File: src/rtl/prefetch_pkg.sv
// Shared types and widths for the instruction prefetch path.
package prefetch_pkg;

  localparam int unsigned PHYS_ADDR_W = 20;
  localparam int unsigned WORD_ADDR_W = PHYS_ADDR_W - 1;
  localparam int unsigned DATA_W      = 16;

  typedef enum logic [1:0] {
    IDLE,
    FETCH_LO,
    FETCH_HI,
    PUSH
  } prefetch_state_t;

endpackage

File: src/rtl/segment_address.sv
// Real-mode segment:offset to 16-bit word address, wrapping at 1 MiB.
module segment_address
  import prefetch_pkg::*;
(
  input  logic [15:0]            cs,
  input  logic [15:0]            ip,
  output logic [WORD_ADDR_W-1:0] word_addr_c
);

  // Sum is taken at 20 bits so the carry out of bit 19 is dropped.
  always_comb begin
    word_addr_c = WORD_ADDR_W'(({cs, 4'h0} + PHYS_ADDR_W'(ip)) >> 1);
  end

endmodule

File: src/rtl/instruction_prefetch.sv
// Fetches 16-bit code words at CS:IP in pairs and pushes them into the decoder FIFO.
module instruction_prefetch
  import prefetch_pkg::*;
(
  input  logic                   clk,
  input  logic                   reset_n,
  input  logic                   load_new_ip,
  input  logic [15:0]            new_cs,
  input  logic [15:0]            new_ip,
  output logic                   fifo_wr_en,
  output logic [31:0]            fifo_wr_data,
  input  logic                   fifo_full,
  output logic                   fifo_reset,
  output logic                   mem_access,
  output logic [WORD_ADDR_W-1:0] mem_address,
  input  logic                   mem_ack,
  input  logic [DATA_W-1:0]      mem_data,
  output logic [15:0]            fetch_ip
);

  prefetch_state_t       state_q, state_d;
  logic                  abort_q, abort_d;
  logic [15:0]           cs_q, cs_d;
  logic [15:0]           ip_q, ip_d;
  logic [DATA_W-1:0]     lo_q, lo_d;
  logic [DATA_W-1:0]     hi_q, hi_d;
  logic                  mem_access_q, mem_access_d;
  logic [WORD_ADDR_W-1:0] mem_address_q, mem_address_d;
  logic                  fifo_wr_en_q, fifo_wr_en_d;
  logic                  fifo_reset_q, fifo_reset_d;
  logic [WORD_ADDR_W-1:0] seg_addr_c;

  segment_address u_segment_address (
    .cs          (cs_d),
    .ip          (ip_d),
    .word_addr_c (seg_addr_c)
  );

  always_ff @(posedge clk or negedge reset_n) begin
    if (!reset_n) begin
      state_q       <= IDLE;
      abort_q       <= 1'b0;
      cs_q          <= '0;
      ip_q          <= '0;
      lo_q          <= '0;
      hi_q          <= '0;
      mem_access_q  <= 1'b0;
      mem_address_q <= '0;
      fifo_wr_en_q  <= 1'b0;
      fifo_reset_q  <= 1'b0;
    end else begin
      state_q       <= state_d;
      abort_q       <= abort_d;
      cs_q          <= cs_d;
      ip_q          <= ip_d;
      lo_q          <= lo_d;
      hi_q          <= hi_d;
      mem_access_q  <= mem_access_d;
      mem_address_q <= mem_address_d;
      fifo_wr_en_q  <= fifo_wr_en_d;
      fifo_reset_q  <= fifo_reset_d;
    end
  end

  // A restart wins over everything; an abort wait only swallows the stale ack.
  always_comb begin
    state_d = state_q;
    abort_d = abort_q;
    cs_d    = cs_q;
    ip_d    = ip_q;
    lo_d    = lo_q;
    hi_d    = hi_q;
    if (load_new_ip) begin
      state_d = FETCH_LO;
      abort_d = mem_access_q && !mem_ack;
      cs_d    = new_cs;
      ip_d    = new_ip & 16'hFFFE;
    end else if (abort_q) begin
      if (mem_ack) abort_d = 1'b0;
    end else begin
      unique case (state_q)
        IDLE:     state_d = IDLE;
        FETCH_LO: if (mem_ack) begin
                    lo_d    = mem_data;
                    ip_d    = ip_q + 16'd2;
                    state_d = FETCH_HI;
                  end
        FETCH_HI: if (mem_ack) begin
                    hi_d    = mem_data;
                    ip_d    = ip_q + 16'd2;
                    state_d = PUSH;
                  end
        PUSH:     if (!fifo_full) state_d = FETCH_LO;
        default:  state_d = IDLE;
      endcase
    end
  end

  // During an abort wait the old request address is held until its ack.
  always_comb begin
    fifo_wr_en_d  = (state_q == PUSH) && !fifo_full && !load_new_ip;
    fifo_reset_d  = load_new_ip;
    mem_access_d  = abort_d || (state_d inside {FETCH_LO, FETCH_HI});
    mem_address_d = abort_d ? mem_address_q : seg_addr_c;
  end

  assign fifo_wr_en   = fifo_wr_en_q;
  assign fifo_wr_data = {hi_q, lo_q};
  assign fifo_reset   = fifo_reset_q;
  assign mem_access   = mem_access_q;
  assign mem_address  = mem_address_q;
  assign fetch_ip     = ip_q;

endmodule

File: config.mk
export PLATFORM = sky130hd
export DESIGN_NAME = instruction_prefetch
export DESIGN_NICKNAME = d
export VERILOG_FILES = /design/src/rtl/prefetch_pkg.sv /design/src/rtl/segment_address.sv /design/src/rtl/instruction_prefetch.sv
export SDC_FILE = /design/constraint.sdc
export NUM_CORES = 1
export LEC_CHECK = 0
export ABC_AREA = 1
export BUFFER_PORTS_ARGS = -buffer_cell sky130_fd_sc_hd__buf_2
export CORE_ASPECT_RATIO = 1.5
export CORE_MARGIN = 2
export CORE_UTILIZATION = 50
export DETAILED_ROUTE_END_ITERATION = 10
export GPL_TIMING_DRIVEN = 0
export PLACE_DENSITY_LB_ADDON = 0.3
export SLEW_MARGIN = 40
export SYNTH_ARGS = -nofsm -noshare
export SYNTH_HDL_FRONTEND = slang
export SYNTH_SLANG_ARGS = --single-unit
File: constraint.sdc
create_clock -name clk -period 4.9 [get_ports clk]
set_input_delay 0.735 -clock clk [delete_from_list [all_inputs] [get_ports clk]]
set_output_delay 0.735 -clock clk [all_outputs]
set_load 0.02 [all_outputs]
==> results of run 1 <==
## routing by layer
layer | track usage, % | vias up | share of wire [%]
li1 | - | 2150 | -
met1 | 27.9 | 2053 | 39
met2 | 47.3 | 168 | 51
met3 | 4.17 | 46 | 5.3
met4 | 14.7 | 0 | 4.9
met5 | 0 | - | 0
## registers in the layout, summed over array words and instances, names as in the netlist
signal       count
mem_address     19
cs_q            16
hi_q            16
lo_q            16
fetch_ip        15
state_q          2
abort_q          1
fifo_reset       1
fifo_wr_en       1
mem_access       1
## Yosys cell counts, drive strengths merged, types with 2 or more instances
cell    number
nand4       10
buf         13
nand2      192
nor2        39
ha          18
xor2         7
inv         57
clkbuf       6
dfrtp       88
a21oi       13
nand3       51
o21ai       59
xnor2        7
a31oi        2
or2         12
nand3b       2
nor3         3
## logic make-up after synthesis
logic type,after synthesis,synth area share [%]
multiplexers,1,0.214
AO/OA/AOI/OAI,77,8.55
XOR/XNOR,14,2.63
AND/OR/NAND/NOR,310,29.6
flip-flops,88,47.2
buffers and inverters,76,6.49
other,1,0.0804
adder cells (fa/ha/maj),19,5.25
## power breakdown
| part | internal, mW | switching, mW | leakage (nW) | total, mW |
|---|---|---|---|---|
| logic | 0.239 | 0.469 | 1.87 | 0.708 |
| registers | 0.862 | 0.0876 | 1.08 | 0.949 |
| clock network | 0.401 | 0.303 | 0.147 | 0.703 |
## stage by stage
| stage | std cells | power, mW | area, sq um | setup WS (ns) |
|---|---|---|---|---|
| after floorplan | 586 | 1.40 | 4670 | 1.76 |
| after global placement | 817 | 1.65 | 5400 | 1.04 |
| after detailed placement | 818 | 1.67 | 5440 | 0.936 |
| after CTS | 834 | 2.37 | 5740 | 1.28 |
| after global routing | 834 | 2.49 | 5740 | 0.906 |
| final | 834 | 2.36 | 5740 | 1.25 |
## final cells by class
cell class	instances	area [sq um]	share of cell area, %
Buffer	19	88.8	1.55
Clock buffer	9	225	3.92
Clock inverter	7	77.6	1.35
Inverter	57	214	3.73
Multi-Input combinational cell	422	2160	37.7
Sequential cell	88	2200	38.4
Tap cell	112	140	2.44
Timing Repair Buffer	120	629	11.0
## worst paths after layout
kind	to	slack, ns	depth (start not counted)
setup / recovery	mem_address[12]$_DFFE_PN0N_	1.25	17
hold / removal	lo_q[7]$_DFFE_PN0P_	0.27	1
setup reg to reg	mem_address[12]$_DFFE_PN0N_	1.34	16
hold reg to reg	mem_address[13]$_DFFE_PN0N_	0.48	2
max in group asynchronous	cs_q[15]$_DFF_PN0_	4.05	2
min in group clk	mem_address[13]$_DFFE_PN0N_	0.48	2
==> impl_metrics.env, run 1 <==
export IMPL_max_stage_delay_ns=0.42
export IMPL_setup_viol_count_final=0
export IMPL_p_leak_nw=3.10
export IMPL_skew_ns=0.00789
export IMPL_slew_viol_final=0
export IMPL_drv_cap=0
export IMPL_diodes=0
export IMPL_yosysWarnings=0
export IMPL_finish_utilization_pct=62.7
export IMPL_period_share_pct=74.5
export IMPL_drive_gt1_share_pct=25.3
export IMPL_io_pin_count=123
export IMPL_worst_skew_pair_late_latency_ns=0.35
export IMPL_synth_top_area_share_pct=47.2
export IMPL_core_area_sq_um=9150
export IMPL_h_tree_depth=3
export IMPL_cp_required_ns=5.14
export IMPL_finalHoldWorstSlack_ns=0.274
export IMPL_critPathKind="in -> reg"
export IMPL_start_util_pct=51.0
export IMPL_cp_arrival_ns=3.89
export IMPL_async_flop_share_pct=100
export IMPL_area_delta_synth_final_pct=23.0
export IMPL_power_density_nw_per_um2=411
export IMPL_period_needed_ns=3.65
export IMPL_place_congestion=0.920
export IMPL_status="complete, no violations"
export IMPL_wl_per_cell_um=15.2
export IMPL_holdBufCountCts=0
export IMPL_hold_viol=0
export IMPL_synth_flop_cell="dfrtp_1"
export IMPL_fmax_ghz=0.274
export IMPL_post_dp_hpwl_um=9920
export IMPL_hold_class="in -> async"
export IMPL_startpoint="load_new_ip"
export IMPL_cp_max_fo=10
export IMPL_post_cts_setup_buffer_count=0
export IMPL_yosys_area_top_type="dfrtp_1"
export IMPL_cts_max_path_buffers=2
export IMPL_worst_pin_slew_ns=0.595
export IMPL_synth_edf_count=0
export IMPL_ant_nets=0
export IMPL_final_cell_mix="181 x nand2_1, 126 x buf_2, 88 x dfrtp_1, 56 x inv_1, 56 x o21ai_0"
export IMPL_rows=43
export IMPL_layout_commonest_cell="nand2_1"
export IMPL_synth_net_count=658
export IMPL_grt_first_pass_wirelength_um=20800
export IMPL_design_die_area_sq_um=10100
export IMPL_grt_pass1_vias=4464
export IMPL_num_vias=4417
export IMPL_cp_slowest_cell="buf_1"
export IMPL_end_kind="register"
export IMPL_synth_cell_types=34
export IMPL_path_cells="buf_2 -> buf_2 -> buf_2 -> buf_1 -> buf_1 -> nand2_1 -> o21ai_0 -> ha_1 -> a31oi_1 -> nor2_1 -> nand3_1 -> nand2_2 -> nand2_1 -> nor2_1 -> nor3_1 -> nand3b_1 -> nand2_1"
export IMPL_routed_wl_um=12700
export IMPL_root_buffer="clkbuf_16"
export IMPL_ctsResizeCount=0
export IMPL_maxSlewHeadroom_pct=60.4
export IMPL_track_usage_pct=25.7
export IMPL_start_kind="input port"
export IMPL_dr_pass1_iters=5
export IMPL_cts_sinks=88
export IMPL_ir_drop_mv=0.308
export IMPL_grt_ovfl_total=0
export IMPL_port_buffers=119
export IMPL_die_w_um=82.9
export IMPL_drtIter0Drc=209
export IMPL_die_h_um=122
export IMPL_clk_pin_slew_worst_paths_ns=0.07
export IMPL_ys_top_cells_by_area="dfrtp_1 47%, nand2_1 15%, o21ai_0 6.0%, nand3_1 4.9%, ha_1 4.8%"
export IMPL_avgSynthCellArea_sq_um=7.96
export IMPL_tritoncts="yes"
export IMPL_cts_buffers=9
export IMPL_setup_tns_ns=0
export IMPL_synth_seq_cells=88
export IMPL_r2r_start="state_q[1]$_DFF_PN0_"
export IMPL_syn_cell_area_sq_um=4670
export IMPL_grt_setup_unrepaired="no"
export IMPL_path_delay_family="buffers and inverters"
export IMPL_fin_nets=789
export IMPL_grt_max_degree=56
export IMPL_drc=0
export IMPL_cp_num_buf_inv=5
export IMPL_syn_inst=586
export IMPL_vias_per_cell=5.30
export IMPL_seq_area_frac_synth_pct=47.2
export IMPL_final_fill_count=840
export IMPL_antenna_found_initial=0
Note: power is estimated with default switching activity, not from simulation.
==> run 2: changes to the inputs <==
Settings changed: ABC_AREA 1 to 0.
Clock period 4.9 ns to 3.65 ns, I/O delays scaled along.
==> run 2 against run 1 <==
Effect of this change:
- hold slack got worse by 0.18 ns
- sequential power grew 39%
- synthesized area is 1.5% lower
- final area rose by 1.2%
- flip-flop and latch count unchanged
- synthesized cell count is 29% lower
- via count fell by 16%
- non-clock buffer count shrank 2
- register-to-register slack got worse by 1.2 ns
- critical endpoint is now mem_address[14]$_DFFE_PN0N_
- largest cell class is now multi-input gates
==> impl_metrics.env, run 2 <==
export IMPL_status="complete, no violations"
export IMPL_synth_net_count=486
export IMPL_num_vias=3702
export IMPL_ant_nets=0
export IMPL_cp_num_buf_inv=1
export IMPL_start_util_pct=51.8
export IMPL_drc=0
export IMPL_post_dp_hpwl_um=8350
export IMPL_drive_gt1_share_pct=41.6
export IMPL_async_flop_share_pct=100
export IMPL_seq_area_frac_synth_pct=47.9
export IMPL_syn_inst=414
export IMPL_tritoncts="yes"
export IMPL_grt_first_pass_wirelength_um=17400
export IMPL_root_buffer="clkbuf_16"
export IMPL_synth_top_area_share_pct=47.9
export IMPL_die_w_um=82.3
export IMPL_vias_per_cell=5.58
export IMPL_area_delta_synth_final_pct=26.4
export IMPL_clk_pin_slew_worst_paths_ns=0.06
export IMPL_core_area_sq_um=8880
export IMPL_drtIter0Drc=175
export IMPL_ys_top_cells_by_area="dfrtp_1 48%, mux2_2 12%, ha_1 4.9%, nand2_1 4.0%, xor2_1 3.0%"
export IMPL_final_cell_mix="122 x buf_2, 88 x dfrtp_1, 51 x mux2_2, 49 x nand2_1, 19 x o21ai_0"
export IMPL_port_buffers=120
export IMPL_met1_usage_pct=25.6
export IMPL_grt_ovfl_total=0
export IMPL_synth_seq_cells=88
export IMPL_h_tree_depth=3
export IMPL_drv_cap=0
export IMPL_cp_arrival_ns=3.71
export IMPL_hold_viol=0
export IMPL_slew_viol_final=0
export IMPL_io_pin_count=123
export IMPL_path_delay_family="compound AO/OA/AOI/OAI gates"
export IMPL_antenna_found_initial=0
export IMPL_power_density_nw_per_um2=579
export IMPL_dpl_cell_area_sq_um=5380
export IMPL_design_die_area_sq_um=9990
export IMPL_track_usage_pct=23.1
export IMPL_cts_sinks=88
export IMPL_cts_max_path_buffers=2
export IMPL_period_share_pct=96.4
export IMPL_grt_pass1_vias=3687
export IMPL_worst_skew_pair_late_latency_ns=0.34
export IMPL_final_fill_count=700
export IMPL_finalHoldWorstSlack_ns=0.0914
export IMPL_grt_busiest_layer="met2"
export IMPL_wl_per_cell_um=17.0
export IMPL_largest_register_ffs=19
export IMPL_skew_ns=0.00445
export IMPL_syn_cell_area_sq_um=4600
export IMPL_final_cell_area_sq_um=5810
export IMPL_hold_class="in -> async"
export IMPL_met3_usage_pct=4.09
export IMPL_maxSlewHeadroom_pct=58.3
export IMPL_diodes=0
export IMPL_cp_max_fo=4
export IMPL_avgSynthCellArea_sq_um=11.1
export IMPL_period_needed_ns=3.52
export IMPL_p_leak_nw=2.81
export IMPL_crit_path_frequent_cell="ha_4"
export IMPL_synth_flop_cell="dfrtp_1"
export IMPL_ir_drop_mv=0.331
export IMPL_routed_wl_um=11300
export IMPL_rows=42
export IMPL_synth_top_cells_by_count="88 x dfrtp_1, 51 x mux2_2, 49 x nand2_1, 23 x o21ai_0, 18 x ha_1"
export IMPL_die_h_um=121
export IMPL_yosysMostFrequentCell="dfrtp_1"
export IMPL_grt_max_degree=57
export IMPL_critPathKind="reg -> reg"
export IMPL_synth_cell_types=58
export IMPL_yosys_area_top_type="dfrtp_1"
export IMPL_synth_edf_count=0
export IMPL_grt_use_met2_pct=42.8
export IMPL_cp_required_ns=3.84
export IMPL_max_stage_delay_ns=0.37
export IMPL_worst_pin_slew_ns=0.620
export IMPL_start_kind="register"
export IMPL_place_congestion=0.889
export IMPL_cts_buffers=9
export IMPL_setup_viol_count_final=0
export IMPL_cp_slowest_cell="dfrtp_1"
export IMPL_fin_nets=620
export IMPL_path_cells="inv_1 -> ha_4 -> and4b_2 -> nand3_2 -> nor2_2 -> xnor2_1 -> o21ai_2 -> ha_4 -> and3_1 -> o221ai_2 -> nor3_2 -> o31a_1 -> a21o_1 -> a41oi_2 -> xor2_1 -> o21ai_0"
export IMPL_yosysWarnings=0
export IMPL_fmax_ghz=0.284
export IMPL_end_kind="register"
export IMPL_layout_commonest_cell="buf_2"
export IMPL_dr_pass1_iters=4
-- run 2: cell types whose count changed after synthesis, moves of 5 or more --
cell,change
xor2_1,+9
nor2_1,-16
o21ai_0,-33
and3_1,+6
or2_2,-11
inv_1,-47
nor3_1,+14
mux2i_1,+6
nand2_1,-132
mux2_2,+51
nand2_2,-11
nand2b_1,+7
nand3_1,-36
nor2_2,-5
-- run 2: routing by layer --
metal | up-vias | share of wire (%) | routed length [um]
met3 | 23 | 6.0 | 671
met2 | 128 | 54 | 6130
met1 | 1810 | 37 | 4220
met4 | 0 | 2.2 | 243
li1 | 1741 | - | -
met5 | - | 0 | 0
-- run 2: power breakdown --
group | leakage [nW] | switching [mW] | total (mW) | internal (mW)
Clock | 0.150 | 0.358 | 0.924 | 0.566
Sequential | 1.07 | 0.127 | 1.32 | 1.19
Combinational | 1.60 | 0.669 | 1.12 | 0.454
Total | 2.81 | 1.15 | 3.37 | 2.21
-- run 2: per-stage QoR --
step                      power, mW  worst slack (ns)  TNS [ns]  cells  utilization (%)
final                          3.37             0.130         0    663             65.4
after global routing           3.57           -0.0197   -0.0235    663             65.4
after CTS                      3.37            0.0130         0    660             64.3
after detailed placement       2.42            -0.952     -8.08    645             60.6
after global placement         2.38            -0.889     -7.44    644             60.1
after floorplan                2.04            0.0106         0    414                -
-- run 2: repair_timing --
action | CTS | global route
endpoints found under the setup margin | 12 | 8
pin swaps | 0 | 4
setup buffers | 1 | 4
hold buffers | 0 | 0
gates resized for setup | 10 | 19
-- run 2: final timing paths --
check                                                 from                     endpoint  slack (ns)  cells after the start
min in group clk                               load_new_ip         fifo_reset$_DFF_PN0_        0.35                      1
max in group asynchronous                          reset_n          lo_q[0]$_DFFE_PN0P_        2.98                      2
worst max register to register        state_q[0]$_DFF_PN0_  mem_address[14]$_DFFE_PN0N_        0.13                     16
worst min-delay path                               reset_n   mem_address[3]$_DFFE_PN0N_        0.09                      1
worst max-delay path                  state_q[0]$_DFF_PN0_  mem_address[14]$_DFFE_PN0N_        0.13                     16
worst min register to register  mem_address[4]$_DFFE_PN0N_   mem_address[4]$_DFFE_PN0N_        0.47                      2
-- run 2: cells by family (layout without fill, tap and decap cells) --
group                    Yosys count  count (layout)  share of synthesized area (%)
AO/OA/AOI/OAI                     67              67                           9.85
XOR/XNOR                          28              28                           5.93
adder cells (fa/ha/maj)           20              20                           5.55
buffers and inverters             23             162                           2.07
flip-flops                        88              88                           47.9
multiplexers                      58              58                           14.0
other                              1               1                         0.0816
AND/OR/NAND/NOR                  129             129                           14.6
-- run 2: layout make-up --
cell class | instances | area, sq um | area share (%)
buffer | 11 | 61.3 | 1.06
clock buffer | 13 | 260 | 4.48
clock inverter | 3 | 40.0 | 0.689
inverter | 9 | 33.8 | 0.581
multi-input combinational | 303 | 2400 | 41.4
sequential | 88 | 2200 | 37.9
tap | 110 | 138 | 2.37
timing repair buffer | 126 | 672 | 11.6
